### src/rtl/alu_issue_arbiter_if.sv
// Shared ALU issue bundle: two requesters, shared-ALU drive/return, registered result.
// Package carries the ALU operation encoding used by requesters and the ALU.
package alu_issue_pkg;
  typedef enum logic [2:0] {
    ALU_ADD = 3'd0,
    ALU_SUB = 3'd1,
    ALU_AND = 3'd2,
    ALU_OR  = 3'd3,
    ALU_XOR = 3'd4,
    ALU_BEQ = 3'd5,
    ALU_BNE = 3'd6
  } alu_operation_t;
endpackage

interface alu_issue_arbiter_if #(parameter int XLEN = 32, parameter int TAG_W = 4);
  import alu_issue_pkg::*;

  logic [1:0]                  req_valid_i;
  logic [1:0]                  req_ready_o;
  logic [1:0][XLEN-1:0]        req_operand_A_i;
  logic [1:0][XLEN-1:0]        req_operand_B_i;
  alu_operation_t [1:0]        req_operation_i;
  logic [1:0][TAG_W-1:0]       req_tag_i;

  logic [XLEN-1:0]             alu_operand_A_o;
  logic [XLEN-1:0]             alu_operand_B_o;
  alu_operation_t              alu_operation_o;
  logic                        alu_valid_o;
  logic [XLEN-1:0]             alu_result_i;
  logic                        alu_pc_write_i;

  logic                        res_valid_o;
  logic                        res_ready_i;
  logic [XLEN-1:0]             res_data_o;
  logic                        res_pc_write_o;
  logic [TAG_W-1:0]            res_tag_o;
  logic                        res_port_o;

  // Arbiter side
  modport slave (
    input  req_valid_i, req_operand_A_i, req_operand_B_i, req_operation_i, req_tag_i,
    input  alu_result_i, alu_pc_write_i, res_ready_i,
    output req_ready_o, alu_operand_A_o, alu_operand_B_o, alu_operation_o, alu_valid_o,
    output res_valid_o, res_data_o, res_pc_write_o, res_tag_o, res_port_o
  );

  // Requester / ALU / consumer side
  modport master (
    output req_valid_i, req_operand_A_i, req_operand_B_i, req_operation_i, req_tag_i,
    output alu_result_i, alu_pc_write_i, res_ready_i,
    input  req_ready_o, alu_operand_A_o, alu_operand_B_o, alu_operation_o, alu_valid_o,
    input  res_valid_o, res_data_o, res_pc_write_o, res_tag_o, res_port_o
  );
endinterface

### src/rtl/alu_issue_arbiter.sv
// Round-robin arbiter feeding two issue ports into one shared ALU, with a
// single-entry registered result stage that supports drain-and-refill each cycle.
module alu_issue_arbiter #(
  parameter int XLEN  = 32,
  parameter int TAG_W = 4
) (
  input  logic               clk_i,
  input  logic               rst_n_i,
  input  logic               flush_i,
  alu_issue_arbiter_if.slave bus
);

  logic             prio;
  logic             can_issue;
  logic             any_vld;
  logic             gnt_idx;
  logic             xfer;
  logic             sel;

  logic             res_valid_q;
  logic [XLEN-1:0]  res_data_q;
  logic             res_pc_write_q;
  logic [TAG_W-1:0] res_tag_q;
  logic             res_port_q;

  // rst_n_i gates issue so nothing is handed out while reset is held.
  always_comb begin
    can_issue = rst_n_i && (!res_valid_q || bus.res_ready_i) && !flush_i;
    any_vld   = |bus.req_valid_i;
    gnt_idx   = (&bus.req_valid_i) ? prio : bus.req_valid_i[1];
    xfer      = can_issue && any_vld;
    sel       = xfer && gnt_idx;
  end

  assign bus.req_ready_o     = xfer ? (gnt_idx ? 2'b10 : 2'b01) : 2'b00;
  assign bus.alu_valid_o     = xfer;
  assign bus.alu_operand_A_o = bus.req_operand_A_i[sel];
  assign bus.alu_operand_B_o = bus.req_operand_B_i[sel];
  assign bus.alu_operation_o = bus.req_operation_i[sel];

  always_ff @(posedge clk_i or negedge rst_n_i) begin
    if (!rst_n_i) begin
      prio           <= 1'b0;
      res_valid_q    <= 1'b0;
      res_data_q     <= '0;
      res_pc_write_q <= 1'b0;
      res_tag_q      <= '0;
      res_port_q     <= 1'b0;
    end else if (xfer) begin
      prio           <= ~gnt_idx;
      res_valid_q    <= 1'b1;
      res_data_q     <= bus.alu_result_i;
      res_pc_write_q <= bus.alu_pc_write_i;
      res_tag_q      <= bus.req_tag_i[gnt_idx];
      res_port_q     <= gnt_idx;
    end else if (flush_i || bus.res_ready_i) begin
      res_valid_q    <= 1'b0;
    end
  end

  assign bus.res_valid_o    = res_valid_q;
  assign bus.res_data_o     = res_data_q;
  assign bus.res_pc_write_o = res_pc_write_q;
  assign bus.res_tag_o      = res_tag_q;
  assign bus.res_port_o     = res_port_q;

endmodule

### src/flat_wrapper.sv
// flat-port wrapper written by rule: the top's interface ports become plain ports
module alu_issue_arbiter_flat 
#(
  parameter int XLEN  = 32,
  parameter int TAG_W = 4
)
  (clk_i, rst_n_i, flush_i, bus_req_valid_i, bus_req_operand_A_i, bus_req_operand_B_i, bus_req_operation_i, bus_req_tag_i, bus_alu_result_i, bus_alu_pc_write_i, bus_res_ready_i, bus_req_ready_o, bus_alu_operand_A_o, bus_alu_operand_B_o, bus_alu_operation_o, bus_alu_valid_o, bus_res_valid_o, bus_res_data_o, bus_res_pc_write_o, bus_res_tag_o, bus_res_port_o);
  alu_issue_arbiter_if #(.XLEN(XLEN), .TAG_W(TAG_W)) bus_i ();
  input  logic clk_i;
  input  logic rst_n_i;
  input  logic flush_i;
  input wire logic [$bits(bus_i.req_valid_i)-1:0] bus_req_valid_i;
  input wire logic [$bits(bus_i.req_operand_A_i)-1:0] bus_req_operand_A_i;
  input wire logic [$bits(bus_i.req_operand_B_i)-1:0] bus_req_operand_B_i;
  input wire logic [$bits(bus_i.req_operation_i)-1:0] bus_req_operation_i;
  input wire logic [$bits(bus_i.req_tag_i)-1:0] bus_req_tag_i;
  input wire logic [$bits(bus_i.alu_result_i)-1:0] bus_alu_result_i;
  input wire logic [$bits(bus_i.alu_pc_write_i)-1:0] bus_alu_pc_write_i;
  input wire logic [$bits(bus_i.res_ready_i)-1:0] bus_res_ready_i;
  output wire logic [$bits(bus_i.req_ready_o)-1:0] bus_req_ready_o;
  output wire logic [$bits(bus_i.alu_operand_A_o)-1:0] bus_alu_operand_A_o;
  output wire logic [$bits(bus_i.alu_operand_B_o)-1:0] bus_alu_operand_B_o;
  output wire logic [$bits(bus_i.alu_operation_o)-1:0] bus_alu_operation_o;
  output wire logic [$bits(bus_i.alu_valid_o)-1:0] bus_alu_valid_o;
  output wire logic [$bits(bus_i.res_valid_o)-1:0] bus_res_valid_o;
  output wire logic [$bits(bus_i.res_data_o)-1:0] bus_res_data_o;
  output wire logic [$bits(bus_i.res_pc_write_o)-1:0] bus_res_pc_write_o;
  output wire logic [$bits(bus_i.res_tag_o)-1:0] bus_res_tag_o;
  output wire logic [$bits(bus_i.res_port_o)-1:0] bus_res_port_o;
  assign bus_i.req_valid_i = bus_req_valid_i;
  assign bus_i.req_operand_A_i = bus_req_operand_A_i;
  assign bus_i.req_operand_B_i = bus_req_operand_B_i;
  assign bus_i.req_operation_i = bus_req_operation_i;
  assign bus_i.req_tag_i = bus_req_tag_i;
  assign bus_i.alu_result_i = bus_alu_result_i;
  assign bus_i.alu_pc_write_i = bus_alu_pc_write_i;
  assign bus_i.res_ready_i = bus_res_ready_i;
  assign bus_req_ready_o = bus_i.req_ready_o;
  assign bus_alu_operand_A_o = bus_i.alu_operand_A_o;
  assign bus_alu_operand_B_o = bus_i.alu_operand_B_o;
  assign bus_alu_operation_o = bus_i.alu_operation_o;
  assign bus_alu_valid_o = bus_i.alu_valid_o;
  assign bus_res_valid_o = bus_i.res_valid_o;
  assign bus_res_data_o = bus_i.res_data_o;
  assign bus_res_pc_write_o = bus_i.res_pc_write_o;
  assign bus_res_tag_o = bus_i.res_tag_o;
  assign bus_res_port_o = bus_i.res_port_o;
  alu_issue_arbiter #(.XLEN(XLEN), .TAG_W(TAG_W)) u_core (.clk_i(clk_i), .rst_n_i(rst_n_i), .flush_i(flush_i), .bus(bus_i));
endmodule
### config.mk
export PLATFORM = sky130hd
export DESIGN_NAME = alu_issue_arbiter_flat
export DESIGN_NICKNAME = d
export VERILOG_FILES = /design/src/rtl/alu_issue_arbiter_if.sv /design/src/rtl/alu_issue_arbiter.sv /design/src/flat_wrapper.sv
export SDC_FILE = /design/constraint.sdc
export NUM_CORES = 1
export LEC_CHECK = 0
export ABC_AREA = 1
export ABC_CLOCK_PERIOD_IN_PS = 1600
export BUFFER_PORTS_ARGS = -buffer_cell sky130_fd_sc_hd__buf_2
export CAP_MARGIN = 20
export CORE_AREA = 2 2 114 116
export CTS_CLUSTER_DIAMETER = 120
export DETAILED_ROUTE_END_ITERATION = 16
export DIE_AREA = 0 0 116 118
export SLEW_MARGIN = 0
export SYNTH_ARGS = -nofsm -noshare
export SYNTH_HDL_FRONTEND = slang
export SYNTH_SLANG_ARGS = --single-unit
### constraint.sdc
create_clock -name clk_i -period 1.6 [get_ports clk_i]
set_clock_uncertainty 0.15 [all_clocks]
set_input_delay 0.08 -clock clk_i [delete_from_list [all_inputs] [get_ports clk_i]]
set_output_delay 0.08 -clock clk_i [all_outputs]
set_load 0.05 [all_outputs]
==> summary.md, run 1 <==
| Metric | Value |
|---|---|
| Final Critical Period | `roughly 1.9 ns` |
| Global placement routability congestion | `between 0.8 and 0.9` |
| Syn nets | `approximately 600` |
| H-Tree Depth | `2` |
| Hold slack | `0.0265 ns` |
| Worst setup SP type | `flip-flop` |
| Syn Area/Cell | `just over 6 sq um` |
| R2R Path End | `u_core.bus.res_port_o` |
| Initial Util | `about a fifth` |
| P&R area growth vs syn | `148%` |
| GR Overflow Total | `0` |
| GRT Total Usage | `17.9%` |
| Initial antenna violation count | `0` |
| Synthesis Warnings | `0` |
| Hold Path Class | `primary input to async pin` |
| RSZ-0062 raised after global routing | `yes` |
| Flip-flop and latch count after synthesis | `40` |
| Adder-cell share of the synthesized area | `0%` |
| TritonCTS Sinks | `40` |
| Nets | `951` |
| Final Cell Area | `roughly 6400 sq um` |
| Critical path peak fanout | `8` |
| Total number of vias | `4134` |
| DRT Wirelength | `14300 um` |
| Hpwl dp | `approximately 9000 um` |
| Fmax | `roughly 540 MHz` |
| R2R cell count | `10` |
| Least-Margin Pin Slew | `slightly below 0.5 ns` |
| PD cells | `roughly 800 nW/um^2` |
| CP Class | `flip-flop to primary output` |
| Max_cap viols | `0` |
| PnR worst setup slack | `-0.253 ns` |
| Max VDD drop | `0.502 mV` |
| TNS Setup | `-14.49 ns` |
| Critical path endpoint category | `primary output` |
| Initial DRT Pass Iterations | `5` |
| Most frequent cells in the layout | `buf_2 (219), nand2_1 (141), nand2_2 (93), nand3_1 (64), buf_8 (47)` |
| Pin count of the biggest net entering global routing | `53` |
| Post-synth top area share | `between 30 and 40%` |
| FP Rows | `between 40 and 50` |
| Antenna Nets Post-Route | `0` |
| CTS buffer count | `5` |
| Post-Synth Simple-Gate Area | `about 53%` |
| Vias/cell | `between 4 and 5` |
| GR Layer Usage met1 | `21.7%` |
| DRT iter0 DRCs | `about 290` |
| CTS tree | `done` |
| R2r startpoint | `u_core.prio` |
| Max-slew headroom | `67.0%` |
| Met3 usage | `3.60%` |
| Longest Clk Path Bufs | `2` |
| Share of layout cells above drive strength 1 | `slightly above 60%` |
| Worst path required time | `approximately 1.4 ns` |
| Failing checks | `negative setup slack` |
| Final total power | `around 5 mW` |
| Remaining DRCs | `0` |
| Post-synthesis cell area | `~2600 sq um` |
| Gate Count Post-Synth | `420` |
| Area leader, netlist | `dfrtp_1` |
| Largest family of logic cells by synthesized area | `simple AND/OR/NAND/NOR gates` |
| Max-slew violation count | `0` |
| Post-synth cell types | `14` |
| Mux cell area share after synthesis | `0%` |
| LEAKAGE | `roughly 3.5 nW` |
| Clock-pin transition on the worst setup and hold timing paths | `about 0.060 ns` |
| Largest cells by area after synthesis | `dfrtp_1 (39%), nand2_1 (38%), nand3_1 (14%)` |
| Area after DPL | `about 4600 sq um` |
| Post-route clock period utilization | `116%` |
| Utilization after layout | `just over 50%` |
| M2 GR Usage | `between 30% and 40%` |
| Root buffer selected by CTS | `clkbuf_16` |
| Post-synthesis sequential area ratio | `38.8%` |
| Post-synthesis compound-gate area fraction | `less than 1%` |
| Number of global-route vias before repair | `3918` |
| Final setup fails | `between 60 and 70` |
| Crit path arrival time | `between 1.5 and 2 ns` |
| Die Y-Extent | `about 120 um` |
| Total die area | `between 10000 and 15000 sq um` |
| Port bufs | `between 200 and 300` |
| R2R Setup Slk | `approximately 0.030 ns` |
| Ant diodes | `0` |
| Xor/xnor share of the synthesized area | `0%` |
| Commonest non-fill, non-tap cell in the layout | `buf_2` |
| Avg WL per Cell | `between 15 and 20 um` |
| # IOs | `between 200 and 300` |
| Worst-Skew Late Latency | `0.28 ns` |
| First-pass GRT wire length | `~20000 um` |
| Busiest grt layer | `met2` |
| Outcome | `finished with violations` |
| Core area | `between 10000 and 15000 sq um` |
| Die Width | `roughly 120 um` |
| Final hold violation count | `0` |
worst max-delay path by stage:
| stage | start | to | cells after the start |
|---|---|---|---|
| 2_1_floorplan | u_core.bus.res_valid_o | bus_alu_operand_A_o[29] | 8 |
| 3_3_place_gp | u_core.bus.res_valid_o | bus_alu_operand_A_o[23] | 8 |
| 3_5_place_dp | u_core.bus.res_valid_o | bus_alu_operand_A_o[18] | 8 |
| 4_1_cts | u_core.prio | bus_alu_operand_A_o[15] | 10 |
| 5_1_grt | u_core.prio | bus_alu_operand_B_o[3] | 10 |
| 6_report | u_core.prio | bus_alu_operand_B_o[3] | 10 |
metrics by stage:
stage                     instances  worst slack [ns]
after floorplan                 420            0.0101
after global placement          875            -0.121
after detailed placement        875            -0.135
after CTS                       934            -0.260
after global routing            942            -0.331
final                           942            -0.253
metal layers:
layer | vias up | routed length (um) | part of all wire [%]
li1 | 2005 | - | -
met3 | 23 | 964 | 6.7
met1 | 1907 | 5620 | 39
met2 | 199 | 7460 | 52
met4 | 0 | 291 | 2.0
met5 | - | 0 | 0
registers in the layout, summed over array words and instances (netlist names):
register,count
u_core.bus.res_data_o,32
u_core.bus.res_pc_write_o,1
u_core.bus.res_port_o,1
u_core.bus.res_tag_o,4
u_core.bus.res_valid_o,1
u_core.prio,1
synthesized netlist by cell type (all sizes together):
library cell / number
buf: 23
inv: 9
nand2: 262
nand3: 72
o21ai: 2
nor2: 6
clkbuf: 6
dfrtp: 40
final cells by class:
| type | count | area, sq um |
|---|---|---|
| flip-flops and latches | 40 | 1000 |
| repair buffers | 372 | 3120 |
| inverters | 9 | 36.3 |
| multi-input cells | 342 | 1890 |
| clock inverters | 2 | 12.5 |
| clock buffers | 5 | 125 |
| fillers | 1147 | 6010 |
| well taps | 172 | 215 |
kinds of logic (layout without fill, tap and decap cells):
logic type      Yosys count  in the layout
buf+inv                  38            388
flops                    40             40
simple gates            340            340
compound gates            2              2
power by group:
part | switching (mW) | leakage (nW) | total [mW] | internal, mW
logic | 1.83 | 2.89 | 2.85 | 1.02
registers | 0.0968 | 0.497 | 1.29 | 1.19
clock network | 0.400 | 0.0657 | 0.966 | 0.566
critical path, stage by stage (launching register included):
cell,delay (ns)
dfrtp_1,0.39
inv_2,0.06
nand2_2,0.05
nand2_2,0.08
inv_4,0.05
nand3_4,0.09
buf_12,0.16
clkbuf_16,0.18
nand2_1,0.07
nand2_2,0.07
buf_8,0.14
repair_timing:
| item | 4_1_cts | 5_1_grt |
|---|---|---|
| pin swaps | 1 | 3 |
| cloned | 4 | 7 |
| hold endpoints to repair | 78 | 0 |
| buffers inserted | 5 | 1 |
| gates resized for setup | 167 | 108 |
| hold buffers | 43 | 0 |
| endpoints found under the setup margin | 94 | 109 |
(Power assumes the default switching activity.)
==> inputs of run 2 (changes only) <==
--- a/config.mk
+++ b/config.mk
@@ -9,10 +9,11 @@
 export ABC_CLOCK_PERIOD_IN_PS = 1600
 export BUFFER_PORTS_ARGS = -buffer_cell sky130_fd_sc_hd__buf_2
 export CAP_MARGIN = 20
-export CORE_AREA = 2 2 114 116
+export CORE_AREA = 2 2 112 114
+export CTS_BUF_LIST = sky130_fd_sc_hd__clkbuf_8
 export CTS_CLUSTER_DIAMETER = 120
 export DETAILED_ROUTE_END_ITERATION = 16
-export DIE_AREA = 0 0 116 118
+export DIE_AREA = 0 0 114 116
 export SLEW_MARGIN = 0
 export SYNTH_ARGS = -nofsm -noshare
 export SYNTH_HDL_FRONTEND = slang
==> run 2 against run 1 <==
The flow still finishes with violations (negative setup slack). Sequential cell count stayed put. Setup slack got worse by 0.026 ns. Die area fell by 3.4%. Utilization increased by 2.4 points. Worst hold slack got worse by 0.00095 ns. Critical endpoint is now bus_alu_operand_A_o[20].
==> summary.md, run 2 (synthesis results as in run 1) <==
| Metric | Value |
|---|---|
| CP Class | `flip-flop to primary output` |
| RSZ-0062 raised after global routing | `yes` |
| Max VDD drop | `0.553 mV (+10%)` |
| PD cells | `784 nW/um^2 (-1.7%)` |
| # IOs | `290 (unchanged)` |
| Share of layout cells above drive strength 1 | `58.8% (-2.7 points)` |
| Outcome | `finished with violations` |
| Max_cap viols | `0 (unchanged)` |
| GR Overflow Total | `0 (unchanged)` |
| Final Critical Period | `1.88 ns (+0.0258 ns)` |
| First-pass GRT wire length | `17800 um (-8.7%)` |
| Antenna Nets Post-Route | `0 (unchanged)` |
| Worst hold path stage count | `4` |
| Number of global-route vias before repair | `3723 (-5.0%)` |
| R2R Setup Slk | `0.02 ns (about the same)` |
| TritonCTS Sinks | `40 (unchanged)` |
| Post-route clock period utilization | `117% (+1.6 points)` |
| CP peak stage delay | `0.38 ns (about the same)` |
| Least-Margin Pin Slew | `0.571 ns (+0.0770 ns)` |
| Final setup fails | `70 (+1.4%)` |
| Commonest non-fill, non-tap cell in the layout | `buf_2` |
| Finished Layout Cells | `927 (-1.6%)` |
| Worst-Skew Late Latency | `0.29 ns (about the same)` |
| FILL cells | `1061 (-7.5%)` |
| CTS tree | `done` |
| Clock-pin transition on the worst setup and hold timing paths | `0.08 ns (+0.02 ns)` |
| Setup WS pre-CTS | `-0.0725 ns (+0.0621 ns)` |
| Hold slack | `0.0255 ns (-0.000949 ns)` |
| Nets | `960 (+0.95%)` |
| Total number of vias | `4132 (-0.048%)` |
| Initial Util | `21.7% (+0.88 points)` |
| PnR worst setup slack | `-0.279 ns (-0.0258 ns)` |
| Final total power | `5.04 mW (-1.3%)` |
| Crit path cell chain | `inv_1, nand2_2, nand2_2, clkinv_4, nand3_4, clkbuf_16, nand2_2, nand2_4, buf_8` |
| TNS Setup | `-15.84 ns (-1.34 ns)` |
| WP buf/inv | `4 (-1)` |
| Crit path arrival time | `1.65 ns (+0.03 ns)` |
| Pin count of the biggest net entering global routing | `42 (-21%)` |
| Crit path depth | `9 (-1)` |
| Die Y-Extent | `116 um (-1.7%)` |
| Slowest CP cell | `dfrtp_1` |
| Ant diodes | `0 (unchanged)` |
| Longest Clk Path Bufs | `2 (unchanged)` |
| Most frequent cells in the layout | `buf_2 (219), nand2_1 (169), nand2_2 (66), nand3_1 (61), buf_8 (45)` |
| Avg WL per Cell | `15.8 um (+3.8%)` |
| Worst path required time | `1.37 ns (about the same)` |
| P&R area growth vs syn | `149%` |
| Max-slew headroom | `61.8% (-5.3 points)` |
| Hold Path Class | `primary input to flip-flop` |
| Hpwl dp | `8900 um (+0.82%)` |
| Root buffer selected by CTS | `clkbuf_8` |
| Port bufs | `289 (unchanged)` |
| Failing checks | `negative setup slack` |
| FP Rows | `40 (-2.4%)` |
| Core area | `11900 sq um (-4.1%)` |
| Critical path peak fanout | `7 (-1)` |
| Cell family with most CP delay | `buffers and inverters` |
| Max reg flops | `32 (unchanged)` |
| Placed insts | `849 (-3.0%)` |
| Total die area | `13200 sq um (-3.4%)` |
| H-Tree Depth | `2 (unchanged)` |
| Final hold violation count | `0 (unchanged)` |
| Remaining DRCs | `0 (unchanged)` |
| Worst setup SP type | `flip-flop` |
| DRT Wirelength | `14600 um (+2.1%)` |
| Critical path endpoint category | `primary output` |
| GRT Total Usage | `16.7% (-1.2 points)` |
| CTS buffer count | `5 (unchanged)` |
| CP most frequent cell | `nand2_2` |
| Global placement routability congestion | `0.776 (-5.3%)` |
| LEAKAGE | `3.51 nW (+1.5%)` |
| Utilization after layout | `54.0% (+2.4 points)` |
| Die Width | `114 um (-1.7%)` |
| Final Cell Area | `6430 sq um (+0.39%)` |
| Initial antenna violation count | `0 (unchanged)` |
| Vias/cell | `4.46 (+1.6%)` |
| DRT iter0 DRCs | `226 (-22%)` |
| R2R cell count | `10 (unchanged)` |
| Max-slew violation count | `0 (unchanged)` |
| Initial DRT Pass Iterations | `4 (-1)` |
| Area after DPL | `4590 sq um (-0.52%)` |
| Fmax | `532 MHz (-1.4%)` |
-- run 2: per-layer routing --
layer | up-vias | share of wire (%) | track usage [%]
met5 | - | 0 | 0
met4 | 0 | 1.5 | 3.74
met3 | 25 | 6.9 | 3.56
met2 | 188 | 54 | 29.9
met1 | 1884 | 38 | 20.6
li1 | 2035 | - | -
-- run 2: area by class of cell --
class                           instances  area (sq um)  share of cell area [%]
Clock buffer                            6          82.6                    1.28
Clock inverter                          2          38.8                   0.603
Inverter                                9          43.8                   0.681
Multi-Input combinational cell        343          1870                    29.1
Sequential cell                        40          1000                    15.6
Tap cell                              147           184                    2.86
Timing Repair Buffer                  380          3210                    49.9
-- run 2: final timing paths --
path,startpoint,endpoint
max in group asynchronous,rst_n_i,u_core.bus.res_data_o[15]
hold / removal,flush_i,u_core.bus.res_valid_o
setup reg to reg,u_core.bus.res_valid_o,u_core.bus.res_data_o[28]
setup / recovery,u_core.prio,bus_alu_operand_A_o[20]
min in group asynchronous,rst_n_i,u_core.bus.res_valid_o
hold reg to reg,u_core.bus.res_data_o[4],u_core.bus.res_data_o[4]
-- run 2: timing repair --
action                                  4_1_cts  5_1_grt
pin swaps                                     0        7
endpoints found under the hold margin        78        0
gates cloned                                  0       18
endpoints found under the setup margin       70       86
gates resized for setup                     146      105
hold buffers                                 43        0
setup buffers                                 0        9
-- run 2: power by group --
part	total, mW	internal (mW)	switching (mW)
Clock	0.874	0.510	0.363
Sequential	1.29	1.19	0.0976
Combinational	2.88	1.03	1.85
-- run 2: tightest hold or removal path, delay by kind of cell --
family	cells	cell delay, ns
compound gates	1	0.11
buf+inv	1	0.10
simple gates	2	0.14
==> inputs of run 3 (changes only) <==
==> constraint.sdc (replaced) <==
create_clock -name clk_i -period 1.6 [get_ports clk_i]
set_clock_uncertainty 0.15 [all_clocks]
set_input_delay 0.24 -clock clk_i [delete_from_list [all_inputs] [get_ports clk_i]]
set_output_delay 0.24 -clock clk_i [all_outputs]
set_load 0.05 [all_outputs]
==> run 3 against run 2 <==
The run still ends with negative setup slack left. Clock power shrank 25%. Sequential share of layout area fell by 1.3 points. Count of clock-buffer cells in the layout down 1. Via count rose by 1.8%. Utilization increased by 4.9 points. Maximum frequency shrank 11%. Global-route usage up 3.8 points. Worst hold slack got worse by 0.025 ns. Wire length rose by 3.3%. First-iteration DRC count up 14%. Largest cell class unchanged. Largest power group unchanged.
==> summary.md, run 3 (synthesis results as in run 1) <==
| Metric | Value |
|---|---|
| TNS Setup | `-30.83 ns (-15.00 ns)` |
| Max VDD drop | `0.686 mV (+24%)` |
| Die Y-Extent | `116 um (unchanged)` |
| Area after DPL | `5030 sq um (+9.6%)` |
| Remaining DRCs | `0 (unchanged)` |
| Hold slack | `0.00101 ns (-0.0245 ns)` |
| CP Class | `flip-flop to primary output` |
| Placed insts | `846 (-0.35%)` |
| Core area | `11900 sq um (unchanged)` |
| Critical path endpoint category | `primary output` |
| Pin count of the biggest net entering global routing | `41 (-2.4%)` |
| Hold Path Class | `primary input to flip-flop` |
| DRT iter0 DRCs | `257 (+14%)` |
| Share of layout cells above drive strength 1 | `67.4% (+8.6 points)` |
| Setup WS pre-CTS | `-0.324 ns (-0.251 ns)` |
| Nets | `936 (-2.5%)` |
| LEAKAGE | `3.57 nW (+1.6%)` |
| Final Cell Area | `7010 sq um (+9.1%)` |
| Max-slew headroom | `64.3% (+2.6 points)` |
| Utilization after layout | `58.9% (+4.9 points)` |
| GRT Total Usage | `20.5% (+3.8 points)` |
| Worst-Skew Late Latency | `0.29 ns (about the same)` |
| P&R area growth vs syn | `172%` |
| Top Metal Used | `met4` |
| Wire length on met1 | `5390 um (-3.2%)` |
| Fmax | `476 MHz (-11%)` |
| Root buffer selected by CTS | `clkbuf_8` |
| Int Pwr | `2.63 mW (-3.6%)` |
| Commonest non-fill, non-tap cell in the layout | `buf_2` |
| Longest Clk Path Bufs | `2 (unchanged)` |
| P_sw | `2.44 mW (+5.7%)` |
| Max reg flops | `32 (unchanged)` |
| FP Rows | `40 (unchanged)` |
| Switching Share | `48.1% (+2.3 points)` |
| Port bufs | `289 (unchanged)` |
| Total number of vias | `4206 (+1.8%)` |
| Worst setup SP type | `flip-flop` |
| Routed wl met2 | `8400 um (+7.1%)` |
| Final total power | `5.07 mW (+0.68%)` |
| Most frequent cells in the layout | `buf_2 (219), nand2_1 (132), nand2_4 (88), buf_8 (66), nand3_1 (43)` |
| Outcome | `finished with violations` |
| Final hold violation count | `0 (unchanged)` |
| Final Critical Period | `2.10 ns (+0.222 ns)` |
| Global placement routability congestion | `0.798 (+2.8%)` |
| Crit path arrival time | `1.71 ns (+0.06 ns)` |
| First-pass GRT wire length | `21500 um (+20%)` |
| Initial antenna violation count | `4 (+4)` |
| Total die area | `13200 sq um (unchanged)` |
| RSZ-0062 raised after global routing | `yes` |
| GR Overflow Total | `0 (unchanged)` |
| WL met3 | `959 um (-4.7%)` |
| PnR worst setup slack | `-0.501 ns (-0.222 ns)` |
| Initial Util | `21.7% (unchanged)` |
| Flop pwr share | `25.5% (about the same)` |
| Hpwl dp | `9800 um (+10%)` |
| Clock-pin transition on the worst setup and hold timing paths | `0.08 ns (about the same)` |
| Post-route clock period utilization | `131% (+14 points)` |
| Max-slew violation count | `0 (unchanged)` |
| Clk pwr share | `12.9% (-4.4 points)` |
| Die Width | `114 um (unchanged)` |
| Logic gate share of total power | `61.6% (+4.5 points)` |
| Initial DRT Pass Iterations | `4 (unchanged)` |
| Antenna Nets Post-Route | `0 (unchanged)` |
| PD cells | `723 nW/um^2 (-7.7%)` |
| CTS tree | `done` |
| Final setup fails | `70 (unchanged)` |
| Critical path peak fanout | `11 (+4)` |
| H-Tree Depth | `2 (unchanged)` |
| TritonCTS Sinks | `40 (unchanged)` |
| Number of global-route vias before repair | `4396 (+18%)` |
| Finished Layout Cells | `908 (-2.0%)` |
| Avg WL per Cell | `16.6 um (+5.4%)` |
| Vias/cell | `4.63 (+3.9%)` |
| # IOs | `290 (unchanged)` |
| Failing checks | `negative setup slack` |
| Worst path required time | `1.21 ns (-0.16 ns)` |
| CTS buffer count | `5 (unchanged)` |
| Max_cap viols | `0 (unchanged)` |
| DRT Wirelength | `15100 um (+3.3%)` |
| Least-Margin Pin Slew | `0.534 ns (-0.0379 ns)` |
==> run 3: cell count changes in the layout (fill, tap and decap cells not counted), sizes merged <==
cell and change:
bufbuf +1, inv +1, buf +2, dlygate4sd3 -19, diode +6, nand3 -1, clkbuf -8, clkinv -1
clkinvlp +1, bufinv -1
==> run 3: area by class of cell <==
class	instances	area, sq um
timing repair buffer	357	3110
clock buffer	5	68.8
inverter	9	38.8
tap	147	184
antenna	6	15.0
fill	994	4900
sequential	40	1000
multi-input combinational	342	2590
clock inverter	2	12.5
==> run 3: repair_timing <==
item	in CTS	in global routing
gates cloned	8	5
resized for setup	264	75
hold buffers	24	0
pin swaps	10	5
endpoints found under the hold margin	62	0
setup buffers	8	4
setup endpoints to repair	109	108
==> run 3: layer usage <==
| metal | vias up | GRT usage [%] |
|---|---|---|
| met3 | 29 | 4.03 |
| met1 | 2001 | 21.5 |
| met2 | 189 | 39.6 |
| li1 | 1987 | - |
| met4 | 0 | 8.94 |
| met5 | - | 0 |
==> run 3: worst paths after layout <==
path                                         from                        end  cells past startpoint  slack, ns
max reg2reg                u_core.bus.res_valid_o  u_core.bus.res_data_o[19]                      8       0.06
min in group asynchronous                 rst_n_i    u_core.bus.res_tag_o[1]                      3       0.42
max in group asynchronous                 rst_n_i     u_core.bus.res_valid_o                      3       0.50
min                          bus_alu_result_i[11]  u_core.bus.res_data_o[11]                      3      0.001
min reg2reg                 u_core.bus.res_port_o      u_core.bus.res_port_o                      2       0.33
max                                   u_core.prio    bus_alu_operand_B_o[29]                      9      -0.50
==> run 3: power by group through the flow <==
stage | combinational (mW) | clock [mW] | sequential (mW)
floorplan | 1.10 | 0 | 1.92
global placement | 2.40 | 0 | 1.30
detailed placement | 2.43 | 0 | 1.30
CTS | 2.94 | 0.680 | 1.29
global route | 3.28 | 0.727 | 1.32
finish | 3.12 | 0.655 | 1.29
==> run 3: worst max-delay path: stages (launching register included) <==
cell       delay (ns)
dfrtp_1          0.37
inv_2            0.05
nand2_2          0.06
nand2_2          0.08
inv_4            0.09
nand3_4          0.11
bufbuf_16        0.32
nand2_1          0.13
nand2_4          0.06
buf_8            0.15
